**src/rtl/alu_pkg.sv**
```systemverilog
// Shared definitions for the ALU sequencer: opcode field values, PSR flag
// bit positions and the sequencer state encoding.
package alu_pkg;

    // op_hi values (instr[15:12])
    localparam logic [3:0] OPHI_REG   = 4'h0;
    localparam logic [3:0] OPHI_SHIFT = 4'h8;
    localparam logic [3:0] OPHI_ADDI  = 4'h5;
    localparam logic [3:0] OPHI_ADDUI = 4'h6;
    localparam logic [3:0] OPHI_ADDCI = 4'h7;
    localparam logic [3:0] OPHI_SUBI  = 4'h9;
    localparam logic [3:0] OPHI_CMPI  = 4'hB;

    // op_ext values (instr[7:4]) under OPHI_REG
    localparam logic [3:0] EXT_AND   = 4'h1;
    localparam logic [3:0] EXT_OR    = 4'h2;
    localparam logic [3:0] EXT_XOR   = 4'h3;
    localparam logic [3:0] EXT_NOT   = 4'h4;
    localparam logic [3:0] EXT_ADD   = 4'h5;
    localparam logic [3:0] EXT_ADDU  = 4'h6;
    localparam logic [3:0] EXT_ADDC  = 4'h7;
    localparam logic [3:0] EXT_ADDCU = 4'h8;
    localparam logic [3:0] EXT_SUB   = 4'h9;
    localparam logic [3:0] EXT_CMP   = 4'hB;
    localparam logic [3:0] EXT_CMPU  = 4'hF;

    // op_ext values (instr[7:4]) under OPHI_SHIFT
    localparam logic [3:0] EXT_LSHI0 = 4'h0;
    localparam logic [3:0] EXT_LSHI1 = 4'h1;
    localparam logic [3:0] EXT_LSH   = 4'h4;
    localparam logic [3:0] EXT_RSH   = 4'h8;
    localparam logic [3:0] EXT_RSHI  = 4'h9;
    localparam logic [3:0] EXT_ALSH  = 4'hA;
    localparam logic [3:0] EXT_ARSH  = 4'hB;

    // PSR / ALU flag bit positions
    localparam int FLAG_Z = 4;
    localparam int FLAG_C = 3;
    localparam int FLAG_F = 2;
    localparam int FLAG_N = 1;
    localparam int FLAG_L = 0;

    typedef enum logic [1:0] {
        IDLE = 2'd0,
        READ = 2'd1,
        EXEC = 2'd2,
        WB   = 2'd3
    } state_t;

endpackage

```
**src/rtl/alu_decode.sv**
```systemverilog
// Combinational instruction decode for the ALU sequencer.
// Optional feature macro: ALU_SEQ_IMM_EN enables the immediate forms
// (ADDI, ADDUI, ADDCI, SUBI, CMPI); without it those op_hi values decode
// as illegal.
module alu_decode
    import alu_pkg::*;
(
    input  logic [3:0]  op_hi,
    input  logic [3:0]  op_ext,
    output logic        legal,
    output logic        is_imm,
    output logic        is_cmp,
    output logic        sext,
    output logic [15:0] alu_opcode
);

    // Classify the instruction and build the opcode presented to the ALU
    always_comb begin
        legal  = 1'b0;
        is_imm = 1'b0;
        is_cmp = 1'b0;
        sext   = 1'b0;
        case (op_hi)
            OPHI_REG: begin
                case (op_ext)
                    EXT_AND, EXT_OR, EXT_XOR, EXT_NOT, EXT_ADD,
                    EXT_ADDU, EXT_ADDC, EXT_ADDCU, EXT_SUB: legal = 1'b1;
                    EXT_CMP, EXT_CMPU: begin
                        legal  = 1'b1;
                        is_cmp = 1'b1;
                    end
                    default: legal = 1'b0;
                endcase
            end
            OPHI_SHIFT: begin
                case (op_ext)
                    EXT_LSHI0, EXT_LSHI1, EXT_LSH, EXT_RSH,
                    EXT_RSHI, EXT_ALSH, EXT_ARSH: legal = 1'b1;
                    default: legal = 1'b0;
                endcase
            end
`ifdef ALU_SEQ_IMM_EN
            OPHI_ADDI, OPHI_ADDCI, OPHI_SUBI: begin
                legal  = 1'b1;
                is_imm = 1'b1;
                sext   = 1'b1;
            end
            OPHI_ADDUI: begin
                legal  = 1'b1;
                is_imm = 1'b1;
            end
            OPHI_CMPI: begin
                legal  = 1'b1;
                is_imm = 1'b1;
                sext   = 1'b1;
                is_cmp = 1'b1;
            end
`endif
            default: legal = 1'b0;
        endcase
        // Immediate forms carry no op_ext; register forms carry both fields
        if (is_imm) begin
            alu_opcode = {op_hi, 12'b0};
        end else begin
            alu_opcode = {op_hi, 4'b0, op_ext, 4'b0};
        end
    end

endmodule

```
**src/rtl/alu_sequencer.sv**
```systemverilog
// Multi-cycle controller issuing one instruction at a time to the shared
// ALU: IDLE -> READ -> EXEC -> WB, holding the PSR and feeding its carry
// back as ALU carry-in.
// Optional feature macro: ALU_SEQ_IMM_EN (immediate instruction forms,
// decoded in alu_decode).
module alu_sequencer
    import alu_pkg::*;
#(
    parameter int DATA_W = 16,
    parameter int REG_AW = 4
) (
    input  logic              clk,
    input  logic              reset,
    input  logic              instr_valid,
    input  logic [15:0]       instr,
    output logic              instr_ready,
    output logic [REG_AW-1:0] rf_raddr_a,
    output logic [REG_AW-1:0] rf_raddr_b,
    input  logic [DATA_W-1:0] rf_rdata_a,
    input  logic [DATA_W-1:0] rf_rdata_b,
    output logic [DATA_W-1:0] alu_a,
    output logic [DATA_W-1:0] alu_b,
    output logic [15:0]       alu_opcode,
    output logic              alu_cin,
    input  logic [DATA_W-1:0] alu_c,
    input  logic [4:0]        alu_flags,
    output logic              rf_we,
    output logic [REG_AW-1:0] rf_waddr,
    output logic [DATA_W-1:0] rf_wdata,
    output logic [4:0]        psr,
    output logic              done,
    output logic              illegal
);

    state_t            state;
    state_t            next_state;
    logic [15:0]       ir;
    logic [DATA_W-1:0] opa;
    logic [DATA_W-1:0] opb;
    logic [DATA_W-1:0] res;
    logic [4:0]        flg;

    logic              legal;
    logic              is_imm;
    logic              is_cmp;
    logic              sext;
    logic [15:0]       dec_opcode;
    logic [DATA_W-1:0] imm_ext;
    logic              accept;

    alu_decode u_decode (
        .op_hi      (ir[15:12]),
        .op_ext     (ir[7:4]),
        .legal      (legal),
        .is_imm     (is_imm),
        .is_cmp     (is_cmp),
        .sext       (sext),
        .alu_opcode (dec_opcode)
    );

    assign imm_ext = {{(DATA_W-8){sext & ir[7]}}, ir[7:0]};
    assign accept  = instr_valid && (state == IDLE);

    // State register
    always_ff @(posedge clk) begin
        if (reset) begin
            state <= IDLE;
        end else begin
            state <= next_state;
        end
    end

    // Next-state logic: one fixed pass per accepted instruction
    always_comb begin
        next_state = state;
        case (state)
            IDLE:    if (accept) next_state = READ;
            READ:    next_state = EXEC;
            EXEC:    next_state = WB;
            WB:      next_state = IDLE;
            default: next_state = IDLE;
        endcase
    end

    // Datapath registers: instruction, operands, ALU result/flags and PSR
    always_ff @(posedge clk) begin
        if (reset) begin
            ir  <= '0;
            opa <= '0;
            opb <= '0;
            res <= '0;
            flg <= '0;
            psr <= '0;
        end else begin
            if (accept) begin
                ir <= instr;
            end
            if (state == READ) begin
                opa <= rf_rdata_a;
                opb <= rf_rdata_b;
            end
            if (state == EXEC) begin
                res <= alu_c;
                flg <= alu_flags;
            end
            if (state == WB && legal) begin
                psr <= flg;
            end
        end
    end

    // Outputs: read addresses come straight from the offered instruction in
    // IDLE so the register file data is ready by the READ cycle
    always_comb begin
        instr_ready = 1'b0;
        rf_raddr_a  = ir[11:8];
        rf_raddr_b  = ir[3:0];
        alu_a       = '0;
        alu_b       = '0;
        alu_opcode  = '0;
        alu_cin     = 1'b0;
        rf_we       = 1'b0;
        rf_waddr    = '0;
        rf_wdata    = '0;
        done        = 1'b0;
        illegal     = 1'b0;
        case (state)
            IDLE: begin
                instr_ready = 1'b1;
                rf_raddr_a  = instr[11:8];
                rf_raddr_b  = instr[3:0];
            end
            EXEC: begin
                alu_a      = opa;
                alu_b      = is_imm ? imm_ext : opb;
                alu_opcode = dec_opcode;
                alu_cin    = psr[FLAG_C];
            end
            WB: begin
                done    = 1'b1;
                illegal = !legal;
                if (legal && !is_cmp) begin
                    rf_we    = 1'b1;
                    rf_waddr = ir[11:8];
                    rf_wdata = res;
                end
            end
            default: ;
        endcase
    end

endmodule
```
**config.mk**
```make
export PLATFORM = sky130hd
export DESIGN_NAME = alu_sequencer
export DESIGN_NICKNAME = d
export VERILOG_FILES = /design/src/rtl/alu_pkg.sv /design/src/rtl/alu_decode.sv /design/src/rtl/alu_sequencer.sv
export SDC_FILE = /design/constraint.sdc
export NUM_CORES = 1
export LEC_CHECK = 0
export ABC_CLOCK_PERIOD_IN_PS = 3700
export CAP_MARGIN = 30
export CORE_ASPECT_RATIO = 0.6
export CORE_MARGIN = 8
export CORE_UTILIZATION = 65
export CTS_BUF_LIST = sky130_fd_sc_hd__clkbuf_4
export DETAILED_ROUTE_END_ITERATION = 8
export DONT_BUFFER_PORTS = 1
export GPL_TIMING_DRIVEN = 0
export PLACE_DENSITY = 0.79
export SYNTH_ARGS = -nofsm -noshare
export SYNTH_HDL_FRONTEND = slang
export SYNTH_SLANG_ARGS = --single-unit
export TNS_END_PERCENT = 30
```
**constraint.sdc**
```tcl
create_clock -name clk -period 3.7 [get_ports clk]
set_input_delay 0.74 -clock clk [delete_from_list [all_inputs] [get_ports clk]]
set_output_delay 0.74 -clock clk [all_outputs]
set_load 0.02 [all_outputs]
```
==> flow_summary.ini, run 1 <==
[synth]
ys_types = 28
async_reset_ff_frac = 0
ys.flop_type = dfxtp_1
avgSynthCellArea_um2 = 9.18
netlist_area_mm2 = 0.00347
syn_inst = 378
ys_warn_count = 0
synth-edff-count = 0
ys_seq_area_frac = 0.439
ys_ff_latch = 76

[power_and_ir_drop]
p_int_mw = 1.66
power_frac_clock = 0.203
switching_share = 0.375
powerDensity_mw_per_mm2 = 713
total_leakage_power_nw = 1.48
ir_worst_vdd_mv = 0.419
combinationalPowerShare = 0.382
power.sequential.fraction = 0.415
p_sw_mw = 0.996

[clock_network]
worstSkewPairLatency_ns = 0.42
hold_buffers = 0
post_cts_buffers = 0
tritoncts = built
clk_pin_slew_ns = 0.12
cts_max_level = 3
cts_made_buffers = 9
cts.sinks = 76
root_buffer = clkbuf_4
post_cts_resized = 0
cts.path.max_buffers = 2

[route]
highest_layer = met4
wl_per_cell_um = 17.8
route.met2.wl_um = 3720
via_per_inst = 5.45
wl_um = 8260
drtIter0Drc = 128
via_count = 2535
wl_met3_um = 980
postRouteAntennaNets = 0
drc_errors = 0
drtPass1Iterations = 4
met1_length_um = 3480

[setup_path]
r2r_slack_ns = 1.76
r2r-start = state[0]
worstSetupPathType = flip-flop to output pin
r2r-end = ir[8]
required_ns = 2.96
path_max_fanout = 10
critical_path.startpoint_type = flip-flop
critPathCaptureType = output pin
worstPathArrival_ns = 2.15
r2r_cells = 7

[floorplanning]
top_level_ports = 158
die-height_um = 72.6
die-area_mm2 = 0.00801
core_mm2 = 0.00510
rows = 20
die_x_um = 110
start_util = 0.680

[finish]
post-route-util = 0.730
nFillCells = 410
multi_input_area_mm2 = 0.00178
mostFrequentLayoutCells = 76 x dfxtp_1, 57 x nor2_1, 54 x mux2i_1, 41 x and2_1, 35 x nand2_1
drive_gt1_frac = 0.158
antenna_cells = 0
register_area_mm2 = 0.00152
final_common_cell = dfxtp_1
final_cells = 465
nets = 472
area_growth_pct = 7.36

[global_route]
grt_pass1_vias = 2421
track_usage = 0.201
grt_pass1_wl_um = 12500
grt_antenna_before_repair = 0
grt_overflow = 0
grt_max_degree = 13

[place]
routabilityCongestion = 0.731
io_buffers = 0
dp.cells = 451
place_hpwl_um = 6410

[sta]
finalCriticalPeriod_ns = 2.89
maxSlewHeadroom = 0.652
rsz0062_at_grt = no
slew_viol_final = 0
hold_viol = 0
tightest_slew_ns = 0.522
fmax_ghz = 0.346
setup_viol = 0
finalSetupTns_ns = 0
skew_ns = 0.0106
hold_slack_ns = 0.433
fin_crit_sh = 0.781

[worst_hold_path]
min_path_type = input port to flip-flop
worst_hold_path.num_cells = 2
hp-start = instr[14]
min_to = ir[14]

[run_status]
status = finished clean

[run]
cap_violations = 0
## worst max-delay path, stage by stage (launching register included)
cell,delay [ns]
dfxtp_1,0.35
nor3_2,0.21
o21ai_1,0.13
o31ai_4,0.41
and3_4,0.27
buf_6,0.16
and2_4,0.20
## worst max path at each step
stage | slack, ns | startpoint | cells after the start | to
3_5_place_dp | 1.24 | state[1] | 4 | rf_raddr_a[3]
4_1_cts | 0.78 | state[0] | 4 | rf_raddr_a[3]
5_1_grt | 0.63 | state[1] | 4 | rf_raddr_a[3]
6_report | 0.81 | ir[12] | 6 | rf_wdata[12]
3_3_place_gp | 1.29 | state[0] | 4 | rf_raddr_a[3]
2_1_floorplan | 1.46 | ir[5] | 6 | rf_waddr[0]
## registers in the layout, indices dropped and copies added (netlist names)
| name | cells |
|---|---|
| res | 16 |
| ir | 16 |
| psr | 5 |
| opb | 16 |
| opa | 16 |
| flg | 5 |
| state | 2 |
## kinds of logic after synthesis
group,share of synthesized area
DFF,0.439
other,0.00108
adders and majority gates,0.0144
and+or+nand+nor,0.262
buffers and inverters,0.0559
muxes,0.182
AOI/OAI and AO/OA,0.0465
## per-layer routing
layer / global-route usage / up-vias
li1: - / 1245
met1: 0.250 / 1162
met2: 0.307 / 118
met3: 0.0988 / 10
met4: 0.0396 / 0
met5: 0 / -
## stage by stage
step / setup slack, ns / total power [mW] / cell area [um^2]
final: 0.809 / 2.66 / 3720
after global routing: 0.626 / 2.83 / 3720
after CTS: 0.784 / 2.67 / 3720
after detailed placement: 1.24 / 2.14 / 3580
after global placement: 1.29 / 2.10 / 3580
after floorplan: 1.46 / 1.95 / 3500
## cell type report
cell class / instances / share of cell area
clock inverters: 5 / 0.0212
inverters: 4 / 0.00403
plain buffers: 34 / 0.0480
flip-flops and latches: 76 / 0.408
multi-input cells: 271 / 0.478
well taps: 66 / 0.0222
clock buffers: 9 / 0.0181
## cell usage after synthesis, drive strengths merged (4+ instances only)
library cell  instances  area [um^2]
a21oi                17         88.8
and2                 63          445
buf                  16          111
clkbuf               18         67.6
dfxtp                76         1520
ha                    4         50.1
inv                   4         15.0
mux2                  8         90.1
mux2i                54          541
nand2                35          131
nand2b                6         37.5
nand4b                6         52.6
nor2                 57          214
o21ai                 7         35.0
## power groups by stage
stage | combinational (mW) | sequential [mW] | clock, mW
4_1_cts | 1.02 | 1.10 | 0.547
3_3_place_gp | 0.991 | 1.11 | 0
3_5_place_dp | 1.02 | 1.12 | 0
2_1_floorplan | 0.863 | 1.09 | 0
6_report | 1.01 | 1.10 | 0.541
5_1_grt | 1.12 | 1.13 | 0.587
Power figures use the tool's default switching activity.
==> inputs of run 2 (changes only) <==
Settings changed: ABC_CLOCK_PERIOD_IN_PS 3700 to 2600, CORE_UTILIZATION 65 to 59, PLACE_DENSITY 0.79 to 0.76.
Clock period 3.7 ns to 2.6 ns, I/O delays scaled along.
==> run 2 against run 1 <==
Effect of this change:
- sequential power rose by 43%
- wire length rose by 2.7%
- global-route usage fell by 1.2 points
- non-clock buffer count rose by 4
- worst hold slack got worse by 0.20 ns
- clock skew rose by 0.00078 ns
- clock power rose by 30%
- via count rose by 1.6%
- total power rose by 42%
- core utilization fell by 5.7 points
- cell count rose by 4.3%
- largest cell class unchanged
- highest routed layer unchanged
==> flow_summary.ini, run 2 (synthesis gave the netlist of run 1 again) <==
[power_and_ir_drop]
total_leakage_power_nw = 1.50
switching_share = 0.383
power_frac_clock = 0.186
p_int_mw = 2.33
p_sw_mw = 1.45
power.sequential.fraction = 0.415
combinationalPowerShare = 0.399
ir_worst_vdd_mv = 0.593
powerDensity_mw_per_mm2 = 999

[global_route]
track_usage = 0.189
grt_max_degree = 14
grt_antenna_before_repair = 0
grt_overflow = 0
grt_pass1_vias = 2438
grt_pass1_wl_um = 12700

[floorplanning]
core_mm2 = 0.00562
rows = 21
die_x_um = 115
die-area_mm2 = 0.00867
die-height_um = 75.4
start_util = 0.617
top_level_ports = 158

[clock_network]
cts_made_buffers = 9
hold_buffers = 0
tritoncts = built
cts.sinks = 76
cts_max_level = 3
worstSkewPairLatency_ns = 0.41
clk_pin_slew_ns = 0.11
cts.path.max_buffers = 2
root_buffer = clkbuf_4

[route]
drtPass1Iterations = 4
wl_per_cell_um = 17.5
postRouteAntennaNets = 0
via_count = 2575
drc_errors = 0
drtIter0Drc = 100
wl_um = 8480
via_per_inst = 5.31

[finish]
antenna_cells = 0
drive_gt1_frac = 0.188
mostFrequentLayoutCells = 74 x dfxtp_1, 57 x nor2_1, 54 x mux2i_1, 41 x and2_1, 35 x nand2_1
final_common_cell = dfxtp_1
nets = 476
post-route-util = 0.673
nFillCells = 504
area_growth_pct = 9.09

[sta]
skew_ns = 0.0114
hold_viol = 0
fin_ws_ns = 0.0952
slew_viol_final = 0
setup_viol = 0
finalSetupTns_ns = 0
fmax_ghz = 0.399
fin_crit_sh = 0.963
finalCriticalPeriod_ns = 2.50

[setup_path]
critical_path.startpoint_type = flip-flop
worstPathArrival_ns = 1.98
critPathCaptureType = output pin
path_max_fanout = 10
required_ns = 2.08
worstSetupPathType = flip-flop to output pin

[place]
place_hpwl_um = 6620
io_buffers = 0
pre_cts_slack_ns = 0.323
routabilityCongestion = 0.764

[worst_hold_path]
min_path_type = input port to flip-flop

[run]
cap_violations = 0

[run_status]
status = finished clean
==> run 2: cell types whose count changed in the layout (fill, tap and decap cells not counted), moves of 2 or more <==
| cell | change |
|---|---|
| buf_4 | +4 |
| clkinvlp_4 | +2 |
| dfxtp_1 | -2 |
| ha_1 | -2 |
| ha_2 | +2 |
==> run 2: final timing paths <==
check / start / to / slack (ns) / cells past startpoint
hold / removal: instr[14] / ir[14] / 0.23 / 2
hold reg to reg: ir[2] / ir[2] / 0.48 / 2
setup / recovery: ir[5] / rf_wdata[13] / 0.1 / 6
setup reg to reg: state[1] / ir[10] / 0.74 / 7
==> run 2: routing by layer <==
metal	vias up	track usage	wire length, um	part of all wire
li1	1264	-	-	-
met1	1193	0.222	3650	0.43
met2	111	0.296	3830	0.45
met3	7	0.0989	937	0.11
met4	0	0.0520	61	0.0072
met5	-	0	0	0
==> run 2: power groups by stage <==
| stage | combinational [mW] | sequential, mW | clock [mW] |
|---|---|---|---|
| global placement | 1.42 | 1.57 | 0 |
| detailed placement | 1.46 | 1.59 | 0 |
| floorplan | 1.23 | 1.55 | 0 |
| global route | 1.66 | 1.60 | 0.763 |
| finish | 1.51 | 1.57 | 0.701 |
| CTS | 1.48 | 1.57 | 0.717 |
==> run 2: per-stage QoR <==
step                instances  power [mW]  area, um^2  hold WS (ns)
finish                    485        3.78        3780         0.230
global placement          465        2.99        3600         0.440
CTS                       482        3.77        3740         0.211
global route              485        4.02        3780         0.198
detailed placement        465        3.05        3600         0.459
floorplan                 385        2.77        3500         0.434
==> run 2: critical path: stages, from the launching register on <==
cell	delay [ns]
dfxtp_4	0.37
or3_4	0.38
a21oi_2	0.18
o31ai_4	0.09
and3_4	0.21
buf_6	0.15
and2_4	0.19
==> run 2: repair_timing <==
item,4_1_cts,5_1_grt
pin swaps,1,2
buffers inserted,1,3
setup endpoints to repair,57,20
resized for setup,2,7
==> run 2: area by class of cell <==
type / count / area (um^2) / area share
inverter: 4 / 15.0 / 0.00397
buffer: 34 / 181 / 0.0479
tap: 80 / 100 / 0.0264
clock buffer: 10 / 75.1 / 0.0198
clock inverter: 6 / 62.6 / 0.0165
timing repair buffer: 4 / 30.0 / 0.00793
sequential: 76 / 1530 / 0.403
multi-input combinational: 271 / 1790 / 0.474
==> inputs of run 3 (changes only) <==
Settings changed: CAP_MARGIN 30 to 15, GPL_TIMING_DRIVEN 0 to not set.
==> run 3 against run 2 <==
Effect of this change:
- clock skew increased by 0.0032 ns
- count of clock-buffer cells in the layout unchanged
- die area unchanged
- largest power group unchanged
- critical path type unchanged
==> flow_summary.ini, run 3 (synthesis gave the netlist of run 1 again) <==
[finish]
post-route-util = 0.652
drive_gt1_frac = 0.176
mostFrequentLayoutCells = 72 x dfxtp_1, 56 x nor2_1, 54 x mux2i_1, 41 x and2_1, 35 x nand2_1
nets = 447
area_growth_pct = 5.59
antenna_cells = 0
final_common_cell = dfxtp_1
final_area_mm2 = 0.00366
final_cells = 456

[power_and_ir_drop]
power_frac_clock = 0.189
power.sequential.fraction = 0.420
switching_share = 0.380
combinationalPowerShare = 0.391
p_int_mw = 2.33
powerDensity_mw_per_mm2 = 1030
p_sw_mw = 1.43
power.total_mw = 3.76
ir_worst_vdd_mv = 0.580
total_leakage_power_nw = 1.42

[place]
dp.cells = 438
io_buffers = 0
place_hpwl_um = 5960
placed_area_mm2 = 0.00349
pre_cts_slack_ns = 0.414
routabilityCongestion = 0.732

[sta]
setup_viol = 0
hold_slack_ns = 0.169
skew_ns = 0.0146
slew_viol_final = 0
fin_ws_ns = 0.125
fin_crit_sh = 0.952
rsz0062_at_grt = yes
tightest_slew_ns = 0.560
maxSlewHeadroom = 0.627
hold_viol = 0
fmax_ghz = 0.404
finalSetupTns_ns = 0
finalCriticalPeriod_ns = 2.48

[setup_path]
critPathTopFamily = simple AND/OR/NAND/NOR gates
worstPathArrival_ns = 1.96
critPathCaptureType = output pin
crit_chain = nor3_4 > o21ai_2 > o31ai_4 > and3_4 > and2_4
required_ns = 2.08
critPathBufInv = 0
max_stage_delay_ns = 0.36
path_max_fanout = 7
worstSetupPathType = flip-flop to output pin
critical_path.startpoint_type = flip-flop
crit_path_top_delay_cell = dfxtp_2

[clock_network]
tritoncts = built
worstSkewPairLatency_ns = 0.42
cts.sinks = 76
cts_made_buffers = 9
cts.path.max_buffers = 2
cts_max_level = 3
clk_pin_slew_ns = 0.12
hold_buffers = 0
root_buffer = clkbuf_4

[route]
wl_um = 8310
drc_errors = 0
via_per_inst = 5.38
via_count = 2453
wl_per_cell_um = 18.2
drtIter0Drc = 128
postRouteAntennaNets = 0
drtPass1Iterations = 4

[floorplanning]
top_level_ports = 158
rows = 21
die-area_mm2 = 0.00867
die_x_um = 115
core_mm2 = 0.00562
start_util = 0.617
die-height_um = 75.4

[global_route]
grt_overflow = 0
grt_pass1_wl_um = 12500
grt_pass1_vias = 2417
grt_max_degree = 82
grt_antenna_before_repair = 0
track_usage = 0.185

[worst_hold_path]
min_path_type = input port to flip-flop

[run]
cap_violations = 0

[run_status]
status = finished clean
[run 3: changes by cell type in the layout (fill, tap and decap cells not counted), sizes merged]
cell and change:
buf -13, clkinvlp -1, clkbuf -18, clkinv +1
and3 +2
[run 3: final timing paths]
path            start          end  slack, ns  cells after the start
max            ir[14]  rf_wdata[1]       0.12                      5
min             reset        ir[8]       0.17                      1
max reg2reg  state[1]       ir[11]       0.74                      5
min reg2reg     ir[2]        ir[2]       0.46                      2
[run 3: power groups by stage]
stage	Clock [mW]	Combinational [mW]	Sequential, mW
after floorplan	0	1.23	1.55
after global placement	0	1.41	1.58
after detailed placement	0	1.46	1.59
after CTS	0.739	1.48	1.57
after global routing	0.778	1.60	1.61
final	0.709	1.47	1.58
[run 3: final cells by class]
cell class,count,area [um^2]
Timing Repair Buffer,7,65.1
Tap cell,80,100
Sequential cell,76,1530
Inverter,4,15.0
Clock buffer,10,75.1
Clock inverter,6,63.8
Fill cell,484,1960
Multi-Input combinational cell,273,1820
[run 3: routing by layer]
layer | vias to the layer above | global-route usage | share of wire
li1 | 1202 | - | -
met4 | 0 | 0.0578 | 0.0073
met5 | - | 0 | 0
met1 | 1135 | 0.203 | 0.41
met3 | 7 | 0.109 | 0.12
met2 | 109 | 0.298 | 0.46
[run 3: timing repair]
| item | in CTS | in global routing |
|---|---|---|
| gates resized for setup | 3 | 6 |
| pin swaps | 3 | 3 |
| buffers inserted | 0 | 0 |
| endpoints found under the setup margin | 20 | 16 |
| cloned | 2 | 0 |
